File: src/rtl/logic_unit_pipe_if.sv
// Handshake bundle for logic_unit_pipe: operand/op upstream, result/zero/count downstream.
// master drives operands and out_ready; slave is the logic unit itself.
interface logic_unit_pipe_if #(
  parameter int WIDTH = 32,
  parameter int CNT_W = 16
);
  logic             in_valid;
  logic             in_ready;
  logic [2:0]       op;
  logic [WIDTH-1:0] a;
  logic [WIDTH-1:0] b;
  logic             out_valid;
  logic             out_ready;
  logic [WIDTH-1:0] result;
  logic             zero;
  logic [CNT_W-1:0] ops_done;

  modport master (
    output in_valid, op, a, b, out_ready,
    input  in_ready, out_valid, result, zero, ops_done
  );

  modport slave (
    input  in_valid, op, a, b, out_ready,
    output in_ready, out_valid, result, zero, ops_done
  );
endinterface

File: src/rtl/logic_unit_pipe.sv
// Pipelined 8-function bitwise logic unit with valid/ready on both sides, zero flag and
// saturating completion counter. Define LU_INPUT_STAGE_EN to add an input register stage (latency 2).
module logic_unit_pipe #(
  parameter int WIDTH = 32,
  parameter int CNT_W = 16
) (
  input logic          clk,
  input logic          rst,
  logic_unit_pipe_if.slave lu
);

  typedef enum logic [2:0] {
    OP_NOT  = 3'd0,
    OP_AND  = 3'd1,
    OP_OR   = 3'd2,
    OP_XOR  = 3'd3,
    OP_NAND = 3'd4,
    OP_NOR  = 3'd5,
    OP_XNOR = 3'd6,
    OP_PASS = 3'd7
  } op_e;

  function automatic logic [WIDTH-1:0] lu_eval(
    input logic [2:0]       sel,
    input logic [WIDTH-1:0] opa,
    input logic [WIDTH-1:0] opb
  );
    logic [WIDTH-1:0] r;
    r = opa;
    case (sel)
      OP_NOT:  r = ~opa;
      OP_AND:  r = opa & opb;
      OP_OR:   r = opa | opb;
      OP_XOR:  r = opa ^ opb;
      OP_NAND: r = ~(opa & opb);
      OP_NOR:  r = ~(opa | opb);
      OP_XNOR: r = ~(opa ^ opb);
      OP_PASS: r = opa;
      default: r = opa;
    endcase
    return r;
  endfunction

  localparam logic [CNT_W-1:0] CNT_MAX = {CNT_W{1'b1}};

  logic             out_valid_q;
  logic [WIDTH-1:0] result_q;
  logic             zero_q;
  logic [CNT_W-1:0] ops_done_q;

  logic             out_adv;
  logic             xfer;
  logic             accept;
  logic             load_out;
  logic [2:0]       src_op;
  logic [WIDTH-1:0] src_a;
  logic [WIDTH-1:0] src_b;
  logic [WIDTH-1:0] next_result;

  // Output register may take new data when empty or being drained this cycle.
  assign out_adv = !out_valid_q || lu.out_ready;
  assign xfer    = out_valid_q && lu.out_ready;
  assign accept  = lu.in_valid && lu.in_ready;

`ifdef LU_INPUT_STAGE_EN
  logic             s1_valid;
  logic [2:0]       s1_op;
  logic [WIDTH-1:0] s1_a;
  logic [WIDTH-1:0] s1_b;

  assign lu.in_ready = !s1_valid || out_adv;
  assign load_out    = s1_valid && out_adv;
  assign src_op      = s1_op;
  assign src_a       = s1_a;
  assign src_b       = s1_b;

  always_ff @(posedge clk or posedge rst) begin
    if (rst) begin
      s1_valid <= 1'b0;
      s1_op    <= '0;
      s1_a     <= '0;
      s1_b     <= '0;
    end else if (accept) begin
      s1_valid <= 1'b1;
      s1_op    <= lu.op;
      s1_a     <= lu.a;
      s1_b     <= lu.b;
    end else if (load_out) begin
      s1_valid <= 1'b0;
    end
  end
`else
  assign lu.in_ready = out_adv;
  assign load_out    = accept;
  assign src_op      = lu.op;
  assign src_a       = lu.a;
  assign src_b       = lu.b;
`endif

  assign next_result = lu_eval(src_op, src_a, src_b);

  always_ff @(posedge clk or posedge rst) begin
    if (rst) begin
      out_valid_q <= 1'b0;
      result_q    <= '0;
      zero_q      <= 1'b1;
    end else if (load_out) begin
      out_valid_q <= 1'b1;
      result_q    <= next_result;
      zero_q      <= (next_result == '0);
    end else if (xfer) begin
      out_valid_q <= 1'b0;
    end
  end

  always_ff @(posedge clk or posedge rst) begin
    if (rst) begin
      ops_done_q <= '0;
    end else if (xfer && (ops_done_q != CNT_MAX)) begin
      ops_done_q <= ops_done_q + 1'b1;
    end
  end

  assign lu.out_valid = out_valid_q;
  assign lu.result    = result_q;
  assign lu.zero      = zero_q;
  assign lu.ops_done  = ops_done_q;

endmodule

File: src/flat_wrapper.sv
// flat-port wrapper written by rule: the top's interface ports become plain ports
module logic_unit_pipe_flat 
#(
  parameter int WIDTH = 32,
  parameter int CNT_W = 16
)
  (clk, rst, lu_in_valid, lu_op, lu_a, lu_b, lu_out_ready, lu_in_ready, lu_out_valid, lu_result, lu_zero, lu_ops_done);
  logic_unit_pipe_if #(.WIDTH(WIDTH), .CNT_W(CNT_W)) lu_i ();
  input logic clk;
  input logic rst;
  input wire logic [$bits(lu_i.in_valid)-1:0] lu_in_valid;
  input wire logic [$bits(lu_i.op)-1:0] lu_op;
  input wire logic [$bits(lu_i.a)-1:0] lu_a;
  input wire logic [$bits(lu_i.b)-1:0] lu_b;
  input wire logic [$bits(lu_i.out_ready)-1:0] lu_out_ready;
  output wire logic [$bits(lu_i.in_ready)-1:0] lu_in_ready;
  output wire logic [$bits(lu_i.out_valid)-1:0] lu_out_valid;
  output wire logic [$bits(lu_i.result)-1:0] lu_result;
  output wire logic [$bits(lu_i.zero)-1:0] lu_zero;
  output wire logic [$bits(lu_i.ops_done)-1:0] lu_ops_done;
  assign lu_i.in_valid = lu_in_valid;
  assign lu_i.op = lu_op;
  assign lu_i.a = lu_a;
  assign lu_i.b = lu_b;
  assign lu_i.out_ready = lu_out_ready;
  assign lu_in_ready = lu_i.in_ready;
  assign lu_out_valid = lu_i.out_valid;
  assign lu_result = lu_i.result;
  assign lu_zero = lu_i.zero;
  assign lu_ops_done = lu_i.ops_done;
  logic_unit_pipe #(.WIDTH(WIDTH), .CNT_W(CNT_W)) u_core (.clk(clk), .rst(rst), .lu(lu_i));
endmodule
File: config.mk
export PLATFORM = sky130hd
export DESIGN_NAME = logic_unit_pipe_flat
export DESIGN_NICKNAME = d
export VERILOG_FILES = /design/src/rtl/logic_unit_pipe_if.sv /design/src/rtl/logic_unit_pipe.sv /design/src/flat_wrapper.sv
export SDC_FILE = /design/constraint.sdc
export NUM_CORES = 1
export LEC_CHECK = 0
export ABC_AREA = 1
export CORE_MARGIN = 3
export CORE_UTILIZATION = 45
export CTS_BUF_LIST = sky130_fd_sc_hd__clkbuf_2 sky130_fd_sc_hd__clkbuf_4 sky130_fd_sc_hd__clkbuf_8
export CTS_CLUSTER_DIAMETER = 120
export DETAILED_ROUTE_END_ITERATION = 12
export PLACE_DENSITY = 0.69
export REMOVE_ABC_BUFFERS = 1
export SETUP_SLACK_MARGIN = 0.1
export SLEW_MARGIN = 30
export SYNTH_ARGS = -nofsm -noshare
export SYNTH_HDL_FRONTEND = slang
export SYNTH_SLANG_ARGS = --single-unit
File: constraint.sdc
create_clock -name clk -period 4.7 [get_ports clk]
set_clock_uncertainty 0.2 [all_clocks]
set_input_delay 0.94 -clock clk [delete_from_list [all_inputs] [get_ports clk]]
set_output_delay 0.94 -clock clk [all_outputs]
set_load 0.02 [all_outputs]
==> metrics.csv, run 1 <==
metric,value,unit
clock tree buffer depth,2,
Vias per Instance,5.307,
crit path max fanout,33,
register area share after synthesis,21.03,%
cts bufs inserted,5,
slowest CP cell,inv_2,
Nets,1134,
core area,12770,um^2
GP Congestion,0.8195,
share of layout cells above drive strength 1,3.203,%
CP arrival,3.40,ns
Post-CTS Setup Bufs,0,
port buffer count,121,
Routed Antenna Nets,0,
Max Cap Viol,0,
# IOs,122,
cts repair resizes,0,
crit path capture type,register,
Die Span Y,121.0,um
CP endpoint,u_core.lu.zero,
Hold Path Class,reg2reg,
Worst EP required,4.77,ns
PwrDens,224.9,nW/um^2
drc violations,0,
synthesized instance count,925,
crit path from,lu_op[1],
Num Clock Sinks,50,
VDD IR max,0.1018,mV
"Slew Viols, Final",0,
P&R area growth vs syn,20.00,%
First-pass DRT Iterations,5,
Synth cell types,29,
clock-pin slew on the worst setup and hold paths,0.10,ns
"Design Area, Final",7147,um^2
Max Freq,300.2,MHz
Fillers,1265,
Final Critical Period,3.331,ns
FP Rows,41,
Syn. warnings,0,
FF-to-FF path depth,9,
"commonest cells after routing, fill and taps aside","nand2_1, clkdlybuf4s50_1, inv_1",
TritonCTS clock tree,yes,
global-route wire length before repair,26880,um
critical path's most frequent cell,nand2_1,
status,"complete, no violations",
Critical Path Max Stage Delay,0.54,ns
worst path cell trace,buf_2 -> nor2_8 -> nand2_4 -> inv_2 -> nand2_1 -> nand2_1 -> nand2_1 -> nor2_1 -> nand2_1 -> nor2_1 -> nand2_1 -> nand2_1,
H-tree depth,2,
Post-Syn Area per Cell,6.439,um^2
"reg-to-reg slack, setup",2.48,ns
Hold Buf Count CTS,0,
Iter 0 DRT Violations,378,
synthesized cell area,5956,um^2
worst slew pin tran,0.8097,ns
die outline width,121.0,um
Tcrit/Tclk final,70.87,%
Hold Crit Depth,2,
Post-Route Setup TNS,0,ns
Root Buffer,clkbuf_8,
worst-skew pair later-pin latency,0.31,ns
drt wl/cell,13.80,um
Slew HR,46.02,%
Tot GR Track Use,22.12,%
# diodes,0,
HPWL Detailed,11040,um
Overflow after GRT,0,
initial antenna violation count,0,
vias in the first global route,5680,
#FFs+latches synth,50,
WL final,16160,um
Final Hold Viols,0,
vias post-DR,6215,
DIE AREA,14650,um^2
Worst R2R Start,u_core.lu.ops_done[0],
Startpoint Class,input pin,
Initial Util,46.63,%
placed cell areas,7034,um^2
worst reg2reg endpoint,u_core.lu.ops_done[13],
Leak,3.713,nW
pre-CTS setup slack,1.020,ns
final setup violating endpoints,0,
pin count of the biggest net entering global routing,76,
HP Start,u_core.lu.result[29],
"commonest non-fill, non-tap cell in the layout",nand2_1,
kind of critical path,in2reg,
overall power,1.607,mW
worst setup margin,1.369,ns
RSZ-0062 raised after global routing,no,
==> routing by layer <==
layer | track usage, % | up-vias | routed length [um]
met5 | 0 | - | 0
met4 | 5.666 | 0 | 257
li1 | - | 3161 | -
met1 | 29.85 | 2832 | 7332
met3 | 2.331 | 21 | 933
met2 | 37.79 | 201 | 7634
==> through the flow <==
stage               cells  util (%)  hold WS (ns)
finish               1171     55.95        0.2887
floorplan             864         -        0.3009
CTS                  1171     55.95        0.2973
detailed placement   1163     55.07        0.2729
global route         1171     55.95        0.3180
global placement     1163     55.05        0.2705
==> area by class of cell <==
cell class | instances | area (um^2) | area share [%]
Multi-Input combinational cell | 694 | 3862 | 54.04
Sequential cell | 50 | 1252 | 17.52
Timing Repair Buffer | 127 | 1246 | 17.44
Inverter | 120 | 457.9 | 6.408
Tap cell | 172 | 215.2 | 3.011
Clock buffer | 5 | 68.82 | 0.9629
Clock inverter | 3 | 43.79 | 0.6127
==> Yosys cell counts, drive strengths merged <==
cell type	instances	area [um^2]
a211oi	5	37.54
buf	50	346.6
dfstp	1	26.28
ha	65	813.3
clkbuf	11	41.29
nor3	3	15.01
nor2	93	400.4
o21ai	71	355.3
dfrtp	49	1226
xnor2	9	78.83
xor2	5	43.79
inv	120	455.4
or2	1	6.260
nand3b	38	285.3
o22ai	1	6.260
nand4	78	488.0
nand2	249	944.7
nand3	76	385.4
==> state kept, by name, summed over array words and instances, names as in the netlist <==
signal	cells
u_core.lu.ops_done	16
u_core.lu.zero	1
u_core.lu.out_valid	1
u_core.lu.result	32
==> power by group <==
| group | total (mW) | switching (mW) | internal (mW) | leakage, nW |
|---|---|---|---|---|
| Sequential | 0.568 | 0.0643 | 0.504 | 0.636 |
| Clock | 0.324 | 0.164 | 0.160 | 0.0585 |
| Combinational | 0.715 | 0.405 | 0.310 | 3.02 |
==> cell families after synthesis <==
family / synth area share [%]
AOI/OAI and AO/OA: 6.702
xor gates and xnor gates: 2.059
adders and majority gates: 13.66
buffers and inverters: 14.16
DFF: 21.03
and+or+nand+nor: 42.40
==> critical path: cells and delay by family <==
kind / cells / cell delay (ns)
AND/OR/NAND/NOR: 10 / 1.57
buffers and inverters: 2 / 0.86
==> how the worst min path moves through the flow <==
stage,endpoint,slack [ns]
3_3_place_gp,u_core.lu.result[15],0.27
2_1_floorplan,u_core.lu.zero,0.30
6_report,u_core.lu.result[29],0.29
4_1_cts,u_core.lu.result[17],0.30
5_1_grt,u_core.lu.result[18],0.32
3_5_place_dp,u_core.lu.result[29],0.27
Power figures use the tool's default switching activity.
==> run 2, diff against run 1 <==
==> constraint.sdc (replaced) <==
create_clock -name clk -period 3.32 [get_ports clk]
set_clock_uncertainty 0.2 [all_clocks]
set_input_delay 0.664 -clock clk [delete_from_list [all_inputs] [get_ports clk]]
set_output_delay 0.664 -clock clk [all_outputs]
set_load 0.02 [all_outputs]
==> metrics.csv, run 2 (synthesis results as in run 1) <==
metric,value,unit
status,"complete, no violations",
VDD IR max,0.1587,mV
Vias per Instance,5.314,
placed cell areas,7114,um^2
cts repair resizes,0,
Hold Crit Depth,2,
HPWL Detailed,11870,um
H-tree depth,2,
Tot GR Track Use,22.75,%
port buffer count,121,
Hold Buf Count CTS,0,
final setup violating endpoints,0,
"non-filler cells, final",1182,
die outline width,121.0,um
First-pass DRT Iterations,5,
RSZ-0062 raised after global routing,no,
worst path bufs/invs,3,
TritonCTS clock tree,yes,
worst-skew pair later-pin latency,0.32,ns
"Slew Viols, Final",0,
area of the multi-input gates,3862,um^2
# diodes,0,
"Design Area, Final",7232,um^2
clock tree buffer depth,2,
Leak,3.764,nW
# IOs,122,
critical path depth,4,
WL final,16820,um
Root Buffer,clkbuf_8,
Initial Util,46.63,%
"commonest non-fill, non-tap cell in the layout",nand2_1,
Worst R2R Start,u_core.lu.ops_done[0],
crit path max fanout,3,
share of layout cells above drive strength 1,4.257,%
FF-to-FF path depth,9,
fin util,56.62,%
vias post-DR,6281,
worst path cell trace,clkdlybuf4s50_1 -> inv_1 -> nand2_1 -> clkdlybuf4s50_1,
Die Span Y,121.0,um
Num Clock Sinks,50,
Fillers,1289,
worst setup margin,0.5574,ns
"commonest cells after routing, fill and taps aside","nand2_1, clkdlybuf4s50_1, inv_1",
Post-Route Setup TNS,0,ns
CP arrival,1.90,ns
worst slew pin tran,0.6127,ns
initial antenna violation count,0,
overall power,2.297,mW
vias in the first global route,5645,
CP endpoint,lu_in_ready,
cts bufs inserted,5,
HP Start,u_core.lu.result[19],
Nets,1145,
critical path's most frequent cell,clkdlybuf4s50_1,
GP Congestion,0.8486,
Hold Slack,0.2875,ns
kind of critical path,in2out,
pre-CTS setup slack,0.4166,ns
crit path capture type,output port,
Overflow after GRT,0,
slowest CP cell,clkdlybuf4s50_1,
Hold Path Class,reg2reg,
Post-CTS Setup Bufs,0,
P&R area growth vs syn,21.43,%
Slew HR,59.10,%
drt wl/cell,14.23,um
Max Freq,362.0,MHz
Tcrit/Tclk final,83.21,%
DIE AREA,14650,um^2
clock-pin slew on the worst setup and hold paths,0.10,ns
Worst EP required,2.46,ns
drc violations,0,
FP Rows,41,
crit path from,lu_out_ready,
"reg-to-reg slack, setup",1.15,ns
Routed Antenna Nets,0,
Max Cap Viol,0,
Final Critical Period,2.763,ns
Critical Path Max Stage Delay,0.61,ns
PwrDens,317.6,nW/um^2
Final Hold Viols,0,
Startpoint Class,input pin,
pin count of the biggest net entering global routing,54,
placed cells,1174,
CP top delay family,buffers and inverters,
core area,12770,um^2
max FFs per register,32,
global-route wire length before repair,27590,um
worst reg2reg endpoint,u_core.lu.ops_done[13],
Seq. cell area,1252,um^2
Iter 0 DRT Violations,483,
==> run 2: cell types whose count changed in the layout (fill, tap and decap cells not counted), sizes merged <==
cell,previous run,this run
buf,9,20
clkinv,1,0
clkinvlp,0,1
==> run 2: routing by layer <==
metal	wire length [um]	part of all wire, %	global-route usage (%)
met1	7605	45	31.20
met2	8017	48	38.42
met3	943	5.6	2.471
met4	254	1.5	5.312
met5	0	0	0
==> run 2: worst min-delay path by stage <==
stage	slack, ns	endpoint
3_5_place_dp	0.27	u_core.lu.result[19]
3_3_place_gp	0.26	u_core.lu.result[19]
2_1_floorplan	0.30	u_core.lu.zero
6_report	0.29	u_core.lu.result[19]
4_1_cts	0.30	u_core.lu.result[19]
5_1_grt	0.31	u_core.lu.result[19]
==> run 2: report_power, final <==
group	switching (mW)	internal, mW	total, mW
logic	0.583	0.448	1.03
registers	0.0862	0.713	0.799
clock network	0.238	0.230	0.468
==> run 2: final cells by class <==
cell class | instances | area share, %
clock buffers | 5 | 0.9516
multi-input cells | 694 | 53.41
repair buffers | 138 | 18.37
inverters | 120 | 6.298
flip-flops and latches | 50 | 17.32
well taps | 172 | 2.976
clock inverters | 3 | 0.6747
==> run 2: worst reg2reg max path, stage by stage, from the launching register on <==
cell	delay, ns
dfrtp_1	0.44
ha_1	0.23
nand3_1	0.12
nor2_1	0.06
nand3_1	0.07
nand3_1	0.20
nor2_1	0.27
nand3_1	0.19
nor2_1	0.16
xor2_1	0.15
